## src/rtl/spu_wb_pkg.sv

```systemverilog
// ============================================================================
// spu_wb_pkg: shared types and constants for the SPU writeback arbiter.
// Rev 1.0 - initial release
// ============================================================================
`default_nettype none

package spu_wb_pkg;

  // Widest data path the request record carries; DW of the arbiter must not exceed it.
  localparam int WB_DW_MAX = 64;

  localparam logic [4:0] SPU_DEST_REG = 5'd27;

  typedef struct packed {
    logic                 en;
    logic [4:0]           addr;
    logic [WB_DW_MAX-1:0] data;
  } wb_req_t;

  typedef enum logic [0:0] {
    NORMAL = 1'b0,
    FORCE  = 1'b1
  } arb_state_t;

  function automatic logic [31:0] reg_onehot(input logic [4:0] a);
    return 32'd1 << a;
  endfunction

endpackage

`default_nettype wire

```

## src/rtl/spu_wb_fifo.sv

```systemverilog
// ============================================================================
// spu_wb_fifo: synchronous FIFO for SPU results, with per-entry valid/addr taps.
// Rev 1.0 - initial release
// ============================================================================
`default_nettype none

module spu_wb_fifo #(
  parameter int DEPTH = 4,
  parameter int DW    = 32
) (
  input  logic                     clk,
  input  logic                     rst_n,
  input  logic                     push,
  input  logic [4:0]               push_addr,
  input  logic [DW-1:0]            push_data,
  input  logic                     pop,
  output logic [4:0]               head_addr,
  output logic [DW-1:0]            head_data,
  output logic [$clog2(DEPTH):0]   count,
  output logic                     full,
  output logic                     empty,
  output logic [DEPTH-1:0]         entry_valid,
  output logic [DEPTH-1:0][4:0]    entry_addr
);

  localparam int AW = $clog2(DEPTH);

  logic [DW-1:0]         mem_data [DEPTH];
  logic [DEPTH-1:0][4:0] mem_addr;
  logic [DEPTH-1:0]      vld;
  logic [AW-1:0]         wptr;
  logic [AW-1:0]         rptr;
  logic [AW:0]           cnt;
  logic                  do_push;
  logic                  do_pop;

  assign full    = (cnt == (AW+1)'(DEPTH));
  assign empty   = (cnt == '0);
  // A full FIFO refuses pushes even when it pops in the same cycle.
  assign do_push = push && !full;
  assign do_pop  = pop && !empty;

  always_ff @(posedge clk or negedge rst_n) begin
    if (!rst_n) begin
      wptr <= '0;
      rptr <= '0;
      cnt  <= '0;
      vld  <= '0;
    end else begin
      if (do_push) begin
        wptr      <= wptr + AW'(1);
        vld[wptr] <= 1'b1;
      end
      if (do_pop) begin
        rptr      <= rptr + AW'(1);
        vld[rptr] <= 1'b0;
      end
      cnt <= cnt + (AW+1)'(do_push) - (AW+1)'(do_pop);
    end
  end

  always_ff @(posedge clk) begin
    if (do_push) begin
      mem_data[wptr] <= push_data;
      mem_addr[wptr] <= push_addr;
    end
  end

  assign head_addr   = mem_addr[rptr];
  assign head_data   = mem_data[rptr];
  assign count       = cnt;
  assign entry_valid = vld;
  assign entry_addr  = mem_addr;

endmodule

`default_nettype wire

```

## src/rtl/spu_wb_arbiter.sv

```systemverilog
// ============================================================================
// spu_wb_arbiter: shares the RF write port between writeback and the SPU FIFO,
// with a starvation-forced SPU slot. Optional stats via SPU_WB_STATS_EN.
// Rev 1.0 - initial release
// ============================================================================
`default_nettype none

module spu_wb_arbiter
  import spu_wb_pkg::*;
#(
  parameter int DEPTH      = 4,
  parameter int MAX_STARVE = 8,
  parameter int DW         = 32
) (
  input  logic                   clk,
  input  logic                   rst_n,
  input  logic                   pipe_wr_en,
  input  logic [4:0]             pipe_wr_addr,
  input  logic [DW-1:0]          pipe_wr_data,
  output logic                   pipe_stall,
  input  logic                   spu_valid,
  input  logic [4:0]             spu_addr,
  input  logic [DW-1:0]          spu_data,
  output logic                   spu_ready,
  output logic                   rf_we,
  output logic [4:0]             rf_waddr,
  output logic [DW-1:0]          rf_wdata,
  output logic [31:0]            pending_mask,
  output logic [$clog2(DEPTH):0] fifo_count
`ifdef SPU_WB_STATS_EN
  ,
  output logic [15:0]            stat_force_cnt,
  output logic [15:0]            stat_full_cnt
`endif
);

  localparam int SW = $clog2(MAX_STARVE + 1);

  arb_state_t            state;
  arb_state_t            state_nx;
  logic [SW-1:0]         starve_cnt;
  logic [SW-1:0]         starve_nx;
  logic                  pipe_win;
  logic                  pop;
  logic                  full;
  logic                  empty;
  logic [4:0]            head_addr;
  logic [DW-1:0]         head_data;
  logic [DEPTH-1:0]      entry_valid;
  logic [DEPTH-1:0][4:0] entry_addr;
  logic                  rf_from_spu;
  wb_req_t               win;

  assign spu_ready = !full;

  spu_wb_fifo #(
    .DEPTH (DEPTH),
    .DW    (DW)
  ) u_fifo (
    .clk         (clk),
    .rst_n       (rst_n),
    .push        (spu_valid),
    .push_addr   (spu_addr),
    .push_data   (spu_data),
    .pop         (pop),
    .head_addr   (head_addr),
    .head_data   (head_data),
    .count       (fifo_count),
    .full        (full),
    .empty       (empty),
    .entry_valid (entry_valid),
    .entry_addr  (entry_addr)
  );

  always_ff @(posedge clk or negedge rst_n) begin
    if (!rst_n) begin
      state      <= NORMAL;
      starve_cnt <= '0;
    end else begin
      state      <= state_nx;
      starve_cnt <= starve_nx;
    end
  end

  always_comb begin
    state_nx = NORMAL;
    if (state == NORMAL && pipe_wr_en && !empty &&
        starve_cnt == SW'(MAX_STARVE - 1)) begin
      state_nx = FORCE;
    end
  end

  always_comb begin
    pipe_win   = 1'b0;
    pop        = 1'b0;
    pipe_stall = 1'b0;
    starve_nx  = '0;
    case (state)
      NORMAL: begin
        if (pipe_wr_en) begin
          pipe_win = 1'b1;
          if (!empty) starve_nx = starve_cnt + SW'(1);
        end else if (!empty) begin
          pop = 1'b1;
        end
      end
      FORCE: begin
        pop        = 1'b1;
        pipe_stall = pipe_wr_en;
      end
      default: begin
        pipe_win = 1'b0;
      end
    endcase
  end

  always_comb begin
    win = '0;
    if (pipe_win) begin
      win.en   = 1'b1;
      win.addr = pipe_wr_addr;
      win.data = WB_DW_MAX'(pipe_wr_data);
    end else if (pop) begin
      win.en   = 1'b1;
      win.addr = head_addr;
      win.data = WB_DW_MAX'(head_data);
    end
  end

  always_ff @(posedge clk or negedge rst_n) begin
    if (!rst_n) begin
      rf_we       <= 1'b0;
      rf_waddr    <= '0;
      rf_wdata    <= '0;
      rf_from_spu <= 1'b0;
    end else begin
      rf_we       <= win.en;
      rf_waddr    <= win.addr;
      rf_wdata    <= DW'(win.data);
      rf_from_spu <= pop;
    end
  end

  // A popped entry stays flagged while its write is still on rf_*, so decode
  // cannot read the register before the RF has actually been updated.
  always_comb begin
    pending_mask = '0;
    for (int i = 0; i < DEPTH; i++) begin
      if (entry_valid[i]) pending_mask = pending_mask | reg_onehot(entry_addr[i]);
    end
    if (rf_from_spu) pending_mask = pending_mask | reg_onehot(rf_waddr);
  end

`ifdef SPU_WB_STATS_EN
  always_ff @(posedge clk or negedge rst_n) begin
    if (!rst_n) begin
      stat_force_cnt <= '0;
      stat_full_cnt  <= '0;
    end else begin
      if (state == FORCE && stat_force_cnt != 16'hFFFF)
        stat_force_cnt <= stat_force_cnt + 16'd1;
      if (spu_valid && !spu_ready && stat_full_cnt != 16'hFFFF)
        stat_full_cnt <= stat_full_cnt + 16'd1;
    end
  end
`endif

endmodule

`default_nettype wire

```

## config.mk

```make
export PLATFORM = sky130hd
export DESIGN_NAME = spu_wb_arbiter
export DESIGN_NICKNAME = d
export VERILOG_FILES = /design/src/rtl/spu_wb_pkg.sv /design/src/rtl/spu_wb_fifo.sv /design/src/rtl/spu_wb_arbiter.sv
export SDC_FILE = /design/constraint.sdc
export NUM_CORES = 1
export LEC_CHECK = 0
export ABC_AREA = 0
export CAP_MARGIN = 20
export CORE_MARGIN = 1
export CORE_UTILIZATION = 30
export DETAILED_ROUTE_END_ITERATION = 10
export GPL_TIMING_DRIVEN = 0
export HOLD_SLACK_MARGIN = 0.1
export PLACE_DENSITY_LB_ADDON = 0.2
export SLEW_MARGIN = 5
export SYNTH_ARGS = -nofsm -noshare
export SYNTH_HDL_FRONTEND = slang
export SYNTH_HIERARCHICAL = 1
export SYNTH_SLANG_ARGS = --single-unit
```

## constraint.sdc

```tcl
create_clock -name clk -period 4.05 [get_ports clk]
set_input_delay 1.0125 -clock clk [delete_from_list [all_inputs] [get_ports clk]]
set_output_delay 1.0125 -clock clk [all_outputs]
set_load 0.03 [all_outputs]
```

== Word-level counts from Yosys, hierarchy flattened ==
Memory sizes are Yosys's and may differ from the RTL's.
Index checks and enable logic that the tools add are counted.

* Register bits after elaboration: 75
* Bits in writable memories: 128
* Bits of input ports: 78
* Output and inout bits: 75
* Memories kept: 1

{| class="wikitable"
|+ Memories
! memory !! depth !! bits a word !! read ports !! clocked after Yosys merged registers in !! wr ports !! line !! source
|-
| u_fifo.mem_data || 4 || 32 || 1 || 0 || 1 || spu_wb_fifo.sv:28 || <nowiki>logic [DW-1:0] mem_data [DEPTH];</nowiki>
|}

* Add/subtract/negate cells: 5
* Order comparisons: 4
* Equality and inequality tests: 2
* Shifts and indexed selects: 5
* Mux-type cells: 30
* Bitwise operators: 8
* Reduce and logical (&&, ||, !) cells: 10

{| class="wikitable"
|+ Operator list
! operator !! count
|-
| two-way mux 32 bit || 5
|-
| left shift 1 x 5 -> 32 bit, first input constant || 5
|-
| two-way mux 70 bit || 2
|-
| bitwise OR 32 bit || 4
|-
| bitwise mux 20 bit || 1
|-
| two-way mux 4 bit || 5
|-
| binary-select mux 5 bit (select 2 bit) || 1
|-
| demux 5 bit (select 2 bit) || 1
|-
| two-way mux 1 bit || 10
|-
| two-way mux 5 bit || 2
|-
| logical AND 1 bit || 7
|-
| < comparator 2 x 3 -> 1 bit, second input constant || 2
|-
| adder 2 x 1 -> 2 bit, second input constant || 2
|-
| adder 4 x 1 -> 4 bit, second input constant || 1
|-
| bitwise AND 4 bit || 1
|-
| demux 1 bit (select 2 bit) || 2
|-
| == test 4 x 3 -> 1 bit, second input constant || 1
|-
| greater-or-equal comparator 2 x 1 -> 1 bit, second input constant || 2
|-
| NOT 4 bit || 1
|-
| bitwise OR 4 bit || 1
|-
| adder 3 x 1 -> 3 bit || 1
|-
| == test 3 bit, second input constant || 1
|-
| zero test 3 bit || 1
|-
| subtractor 3 x 1 -> 3 bit || 1
|-
| 3 further kinds || 4
|}

== Logic depth before layout (Yosys ltp) ==
* Word-level depth: 10
* Mapped depth: 13

== Modules after synthesis ==
Netlist, hierarchy kept.

{| class="wikitable"
|+ By module, submodules not included
! module !! times used !! cells an instance !! area an instance (sq um) !! seq. area each (sq um)
|-
| spu_wb_fifo || 1 || 261 || 6024.5 || 4719.5
|-
| spu_wb_arbiter || 1 || 320 || 2970.3 || 1101.1
|}

== Worst setup path after synthesis ==
Ideal clock, no wire load.

* Path kind: in2reg
* Start: in pipe_wr_en
* End: reg u_fifo.cnt[2] (netlist: u_fifo/count[2])
* Library setup time: 0.139 ns
* Arrival: 2.993 ns
* Required time: 3.911 ns
* Setup slack: 0.917 ns
* Stages: 11
* Path buffers: 2
* Cell sequence: o21bai_1 -> buf_1 -> o31a_1 -> clkbuf_1 -> ha_1 -> inv_1 -> ha_1 -> inv_1 -> fa_1 -> xnor2_1 -> xnor2_1

* Cells in the longest elaborated chain, start to end: 4

{| class="wikitable"
|+ RTL lines
! what !! line !! source
|-
| start, declared || spu_wb_arbiter.sv:17 || <nowiki>input logic pipe_wr_en,</nowiki>
|-
| two-way mux 1 bit || spu_wb_arbiter.sv:100 || <nowiki>if (pipe_wr_en) begin</nowiki>
|-
| one-hot mux 1 bit (2 select lines) || spu_wb_arbiter.sv:98 || <nowiki>case (state)</nowiki>
|-
| net pop || spu_wb_arbiter.sv:44 || <nowiki>logic pop;</nowiki>
|-
| logical AND 1 bit || spu_wb_fifo.sv:41 || <nowiki>assign do_pop = pop && !empty;</nowiki>
|-
| subtractor 3 x 1 -> 3 bit || spu_wb_fifo.sv:58 || <nowiki>cnt <= cnt + (AW+1)'(do_push) - (AW+1)'(do_pop);</nowiki>
|-
| end signal, assigned || spu_wb_fifo.sv:58 ||
|-
| end, declared || spu_wb_fifo.sv:33 || <nowiki>logic [AW:0] cnt;</nowiki>
|}

The timed path passes the listed nets, and every way through them passes these cells.
A chain may end at the register's enable or synchronous reset.

== Final worst setup path ==
* Start: reg u_fifo.mem_addr (netlist bit u_fifo/entry_addr[5])
* End: out pending_mask[0]

* Cells in the longest elaborated chain, start to end: 9

{| class="wikitable"
|+ RTL lines
! what !! line !! source
|-
| start, declared || spu_wb_fifo.sv:29 || <nowiki>logic [DEPTH-1:0][4:0] mem_addr;</nowiki>
|-
| start signal, assigned by index || spu_wb_fifo.sv:65 || <nowiki>mem_addr[wptr] <= push_addr;</nowiki>
|-
| left shift 1 x 5 -> 32 bit (*) || spu_wb_pkg.sv:26 || <nowiki>return 32'd1 << a;</nowiki>
|-
| bitwise OR 32 bit (*) || spu_wb_arbiter.sv:149 || <nowiki>if (entry_valid[i]) pending_mask = pending_mask | reg_onehot(entry_addr[i]);</nowiki>
|-
| two-way mux 32 bit (*) || spu_wb_arbiter.sv:149 ||
|-
| bitwise OR 32 bit || spu_wb_arbiter.sv:149 ||
|-
| two-way mux 32 bit (*) || spu_wb_arbiter.sv:149 ||
|-
| bitwise OR 32 bit || spu_wb_arbiter.sv:149 ||
|-
| two-way mux 32 bit (*) || spu_wb_arbiter.sv:149 ||
|-
| bitwise OR 32 bit || spu_wb_arbiter.sv:151 || <nowiki>if (rf_from_spu) pending_mask = pending_mask | reg_onehot(rf_waddr);</nowiki>
|-
| two-way mux 32 bit (*) || spu_wb_arbiter.sv:151 ||
|-
| end, declared || spu_wb_arbiter.sv:28 || <nowiki>output logic [31:0] pending_mask,</nowiki>
|}

Every way passes the cells marked *; elsewhere a longest branch is shown, timed or not.

==> results by stage <==
Global routing:
- The global-route wire length before repair is 39500 um.
- The number of global-route vias before repair is 6395.
- The maximum number of pins on one net before global-route repair is 56.
- Across every metal layer, demand over resource in global routing totals 17.0%.
- The number of antenna violations at the first check in global routing is 2.
- After global routing the overflow that remains totals 0.

Worst setup path:
- The data arrival time of the critical path is 3030 ps.
- In this run the worst path has a maximum fanout of 9.
- The element type at the critical path start is a register.
- The critical path is of the reg -> out type.
- For the worst setup path, the data required time is 3040 ps.
- STA classifies the critical path endpoint as an output pin.

Power and ir drop:
- Power spread over the standard cell area amounts to 669 nW/um^2.
- The clock group share of total power is 25.7%.
- The reported leakage power is 4.13 nW.
- The maximum resistive drop on vdd is 0.000359 V.
- Of the total power, registers draw 38.8%.
- The internal portion of the total power is 0.00528 W.
- The switching power is 0.00265 W.
- The portion of total power attributed to combinational logic is 35.6%.
- The switching share of power is 33.4%.

Floorplanning:
- Pin placement for this block handled 153 I/O pins.
- The core region is 29600 um^2.
- The die span in x is 175 um.
- In this run the vertical extent of the chip is 175 um.
- The initial cell density of the core is 30.4%.
- In this run the core area contains 63 standard-cell rows.
- The total die area is 30700 um^2.

Final layout:
- The library cell used most frequently in the layout, excluding fill and tap cells, is clkdlybuf4s50_1.
- The number of nets at the end of the flow is 850.
- In the layout the commonest cells are 151 x clkdlybuf4s50_1, 148 x edfxtp_1, 55 x dfrtp_1, 37 x a22o_1, 37 x mux4_2.
- The post-route netlist has 14.0% of its cells at a drive strength greater than 1.
- The area growth from synthesis to layout is 31.8%.

STA:
- For the pin with the worst max-slew slack, the measured transition is 1020 ps.
- The clock period minus worst slack is 4040 ps.
- Setup repair after global routing left no endpoint under its margin.
- The hold violation count in the final report is 0.
- Once routing completed, OpenROAD measured the worst setup slack at 7.61 ps.
- The number of max-slew violations in the final report was 0.
- The worst hold slack is 460 ps.
- On the final layout, the worst clock skew is 6.20 ps.
- Dividing the final minimum period by the clock period gives 99.8%.
- Timing would allow up to 0.247 GHz.
- In this run the tightest slew margin relative to its limit is 31.1%.
- The number of setup violations in the final report is 0.

Logic synthesis:
- The synthesized net count is 671.
- In this run the biggest area consumer among cell types represents 49.4% of the synthesized area.
- The most instantiated flip-flop cell in the synthesis netlist is edfxtp_1.
- Yosys mapped a number of flops with a built-in enable equal to 148.
- For this run, asynchronously set or reset flops after synthesis account for 27.1%.
- The share of the Yosys chip area taken by registers is 64.7%.
- After synthesis, the mean cell area works out to 15.5 um^2.
- In this run, distinct cell masters in the synthesized netlist total 50.
- The number of storage elements in the synthesis netlist is 203.
- By area the synthesized netlist is led by edfxtp_1 49%, dfrtp_1 15%, mux4_2 9.3%.
- The number of warnings issued by yosys is 6.
- The synthesized instance count is 581.
- The summed instance area of the synthesized netlist is 8990 um^2.
- The post-synthesis cell type with the largest combined area is edfxtp_1.

Placed design:
- At the end of routability-driven placement, the weighted congestion stood at 0.869.
- The quantity of I/O buffers inserted on ports is 152.
- Summed over all nets, the half-perimeter wirelength after detailed placement is 18600 um.
- The placement-stage worst setup slack is -179 ps.

Drt:
- In the final routed layout, each cell accounts on average for 22.5 um.
- The count of vias placed by the detailed router is 6121.
- In this run, the number of DRC markers left after iteration 0 of detailed routing was 621.
- The total wire length is 26200 um.
- The detail route stage leaves a number of antenna-violating nets equal to 0.
- The total DRC errors in the routed layout is 0.
- The number of vias per cell is 5.25.
- The count of TritonRoute iterations in the first routing pass is 8.

CTS:
- In this run the clock root is driven by a clkbuf_16.
- The number of H-tree levels is 1.
- The CTS tree is yes.
- The later pin in the worst-skew pair is clocked with a latency of 480 ps.
- The sink count of the clock tree is 203.
- Buffers inserted to repair hold after CTS numbered 0.
- The total CTS buffers is 21.
- The clock input transition at the sequential cells of the worst setup and hold paths is 60 ps.
- The worst-case clock buffer depth is 3.
- The number of setup buffers added after CTS is 0.

Run:
- The max capacitance violation total is 0.

Worst hold path:
- The worst hold path belongs to the class reg -> reg.

Outcome:
- The run finished with clean final reports.
==> what timing repair did <==
action	CTS	global route
pin swaps	0	0
gates cloned	0	0
endpoints found under the setup margin	1	3
endpoints found under the hold margin	0	0
resized for setup	1	2
==> cell usage after synthesis (all sizes together), types with 13 or more instances <==
cell type / count
nand4b: 14
buf: 16
mux4: 37
and4bb: 14
a22o: 37
nand2: 25
a22oi: 24
nor2b: 17
nand3: 22
edfxtp: 148
dfrtp: 55
nand2b: 13
o22ai: 28
nor2: 16
==> flip-flops by register name (all words and copies together) (netlist names) <==
register	cells
rf_wdata	32
rf_waddr	5
u_fifo/mem_data	128
starve_cnt	4
u_fifo/entry_addr	20
rf_from_spu	1
rf_we	1
u_fifo/wptr	2
u_fifo/entry_valid	4
u_fifo/count	3
state	1
u_fifo/rptr	2
==> power groups by stage <==
| stage | logic (W) | clock network [W] | registers (W) |
|---|---|---|---|
| floorplan | 0.00148 | 0 | 0.00331 |
| global placement | 0.00279 | 0 | 0.00310 |
| detailed placement | 0.00285 | 0 | 0.00311 |
| CTS | 0.00286 | 0.00209 | 0.00307 |
| global route | 0.00301 | 0.00217 | 0.00313 |
| finish | 0.00282 | 0.00204 | 0.00307 |
==> path summary, 6_finish.rpt <==
kind / from / to / slack, ps / cells after the start
min in group asynchronous: rst_n / rf_wdata[13]$_DFF_PN0_ / 620 / 1
max in group asynchronous: rst_n / rf_wdata[22]$_DFF_PN0_ / 2910 / 1
worst min-delay path: starve_cnt[3]$_DFF_PN0_ / state$_DFF_PN0_ / 460 / 1
worst min register to register: starve_cnt[3]$_DFF_PN0_ / state$_DFF_PN0_ / 460 / 1
worst max-delay path: u_fifo/entry_addr[5]$_DFFE_PP_ / pending_mask[0] / 8 / 4
worst max register to register: u_fifo/count[1]$_DFF_PN0_ / u_fifo/count[2]$_DFF_PN0_ / 370 / 12
==> stage by stage <==
stage	util, %	total power (W)	cells	area [um^2]	TNS, ps
after floorplan	-	0.00479	581	8990	0
after global placement	37.2	0.00589	1123	11000	-5390
after detailed placement	37.5	0.00596	1127	11100	-211
after CTS	40.0	0.00802	1164	11800	0
after global routing	40.1	0.00831	1165	11900	0
final	40.1	0.00793	1165	11900	0
==> worst max-delay path, cell delays in order, from the launching register on <==
cell,delay [ps]
edfxtp_1,530
nor4b_1,930
a22oi_1,230
nand3_1,170
clkdlybuf4s50_1,690
==> per-layer routing <==
layer  vias up  track usage, %  wire length (um)
met1      3081            21.9             11000
met4         2            5.65               632
met5         -               0                13
met2       255            28.4             12700
li1       2733               -                 -
met3        50            3.87              1890
==> cell type report <==
type                    instances  area (um^2)
multi-input cells             343         3040
clock buffers                  28          592
fillers                      2714        17700
flip-flops and latches        203         5820
repair buffers                156         1600
clock inverters                 9          153
inverters                       9         33.8
plain buffers                  26          123
well taps                     390          488
diodes                          1         2.50
==> logic make-up (layout without fill, tap and decap cells) <==
family | count (synthesis) | count (layout) | share of synthesized area, %
multiplexers | 37 | 37 | 9.26
flip-flops | 203 | 203 | 64.7
AO/OA/AOI/OAI | 109 | 109 | 9.33
XOR/XNOR | 5 | 5 | 0.487
buffers and inverters | 35 | 228 | 1.74
other | 0 | 1 | 0
adder cells (fa/ha/maj) | 12 | 12 | 1.75
AND/OR/NAND/NOR | 180 | 180 | 12.7
Note: power is estimated with default switching activity, not from simulation.
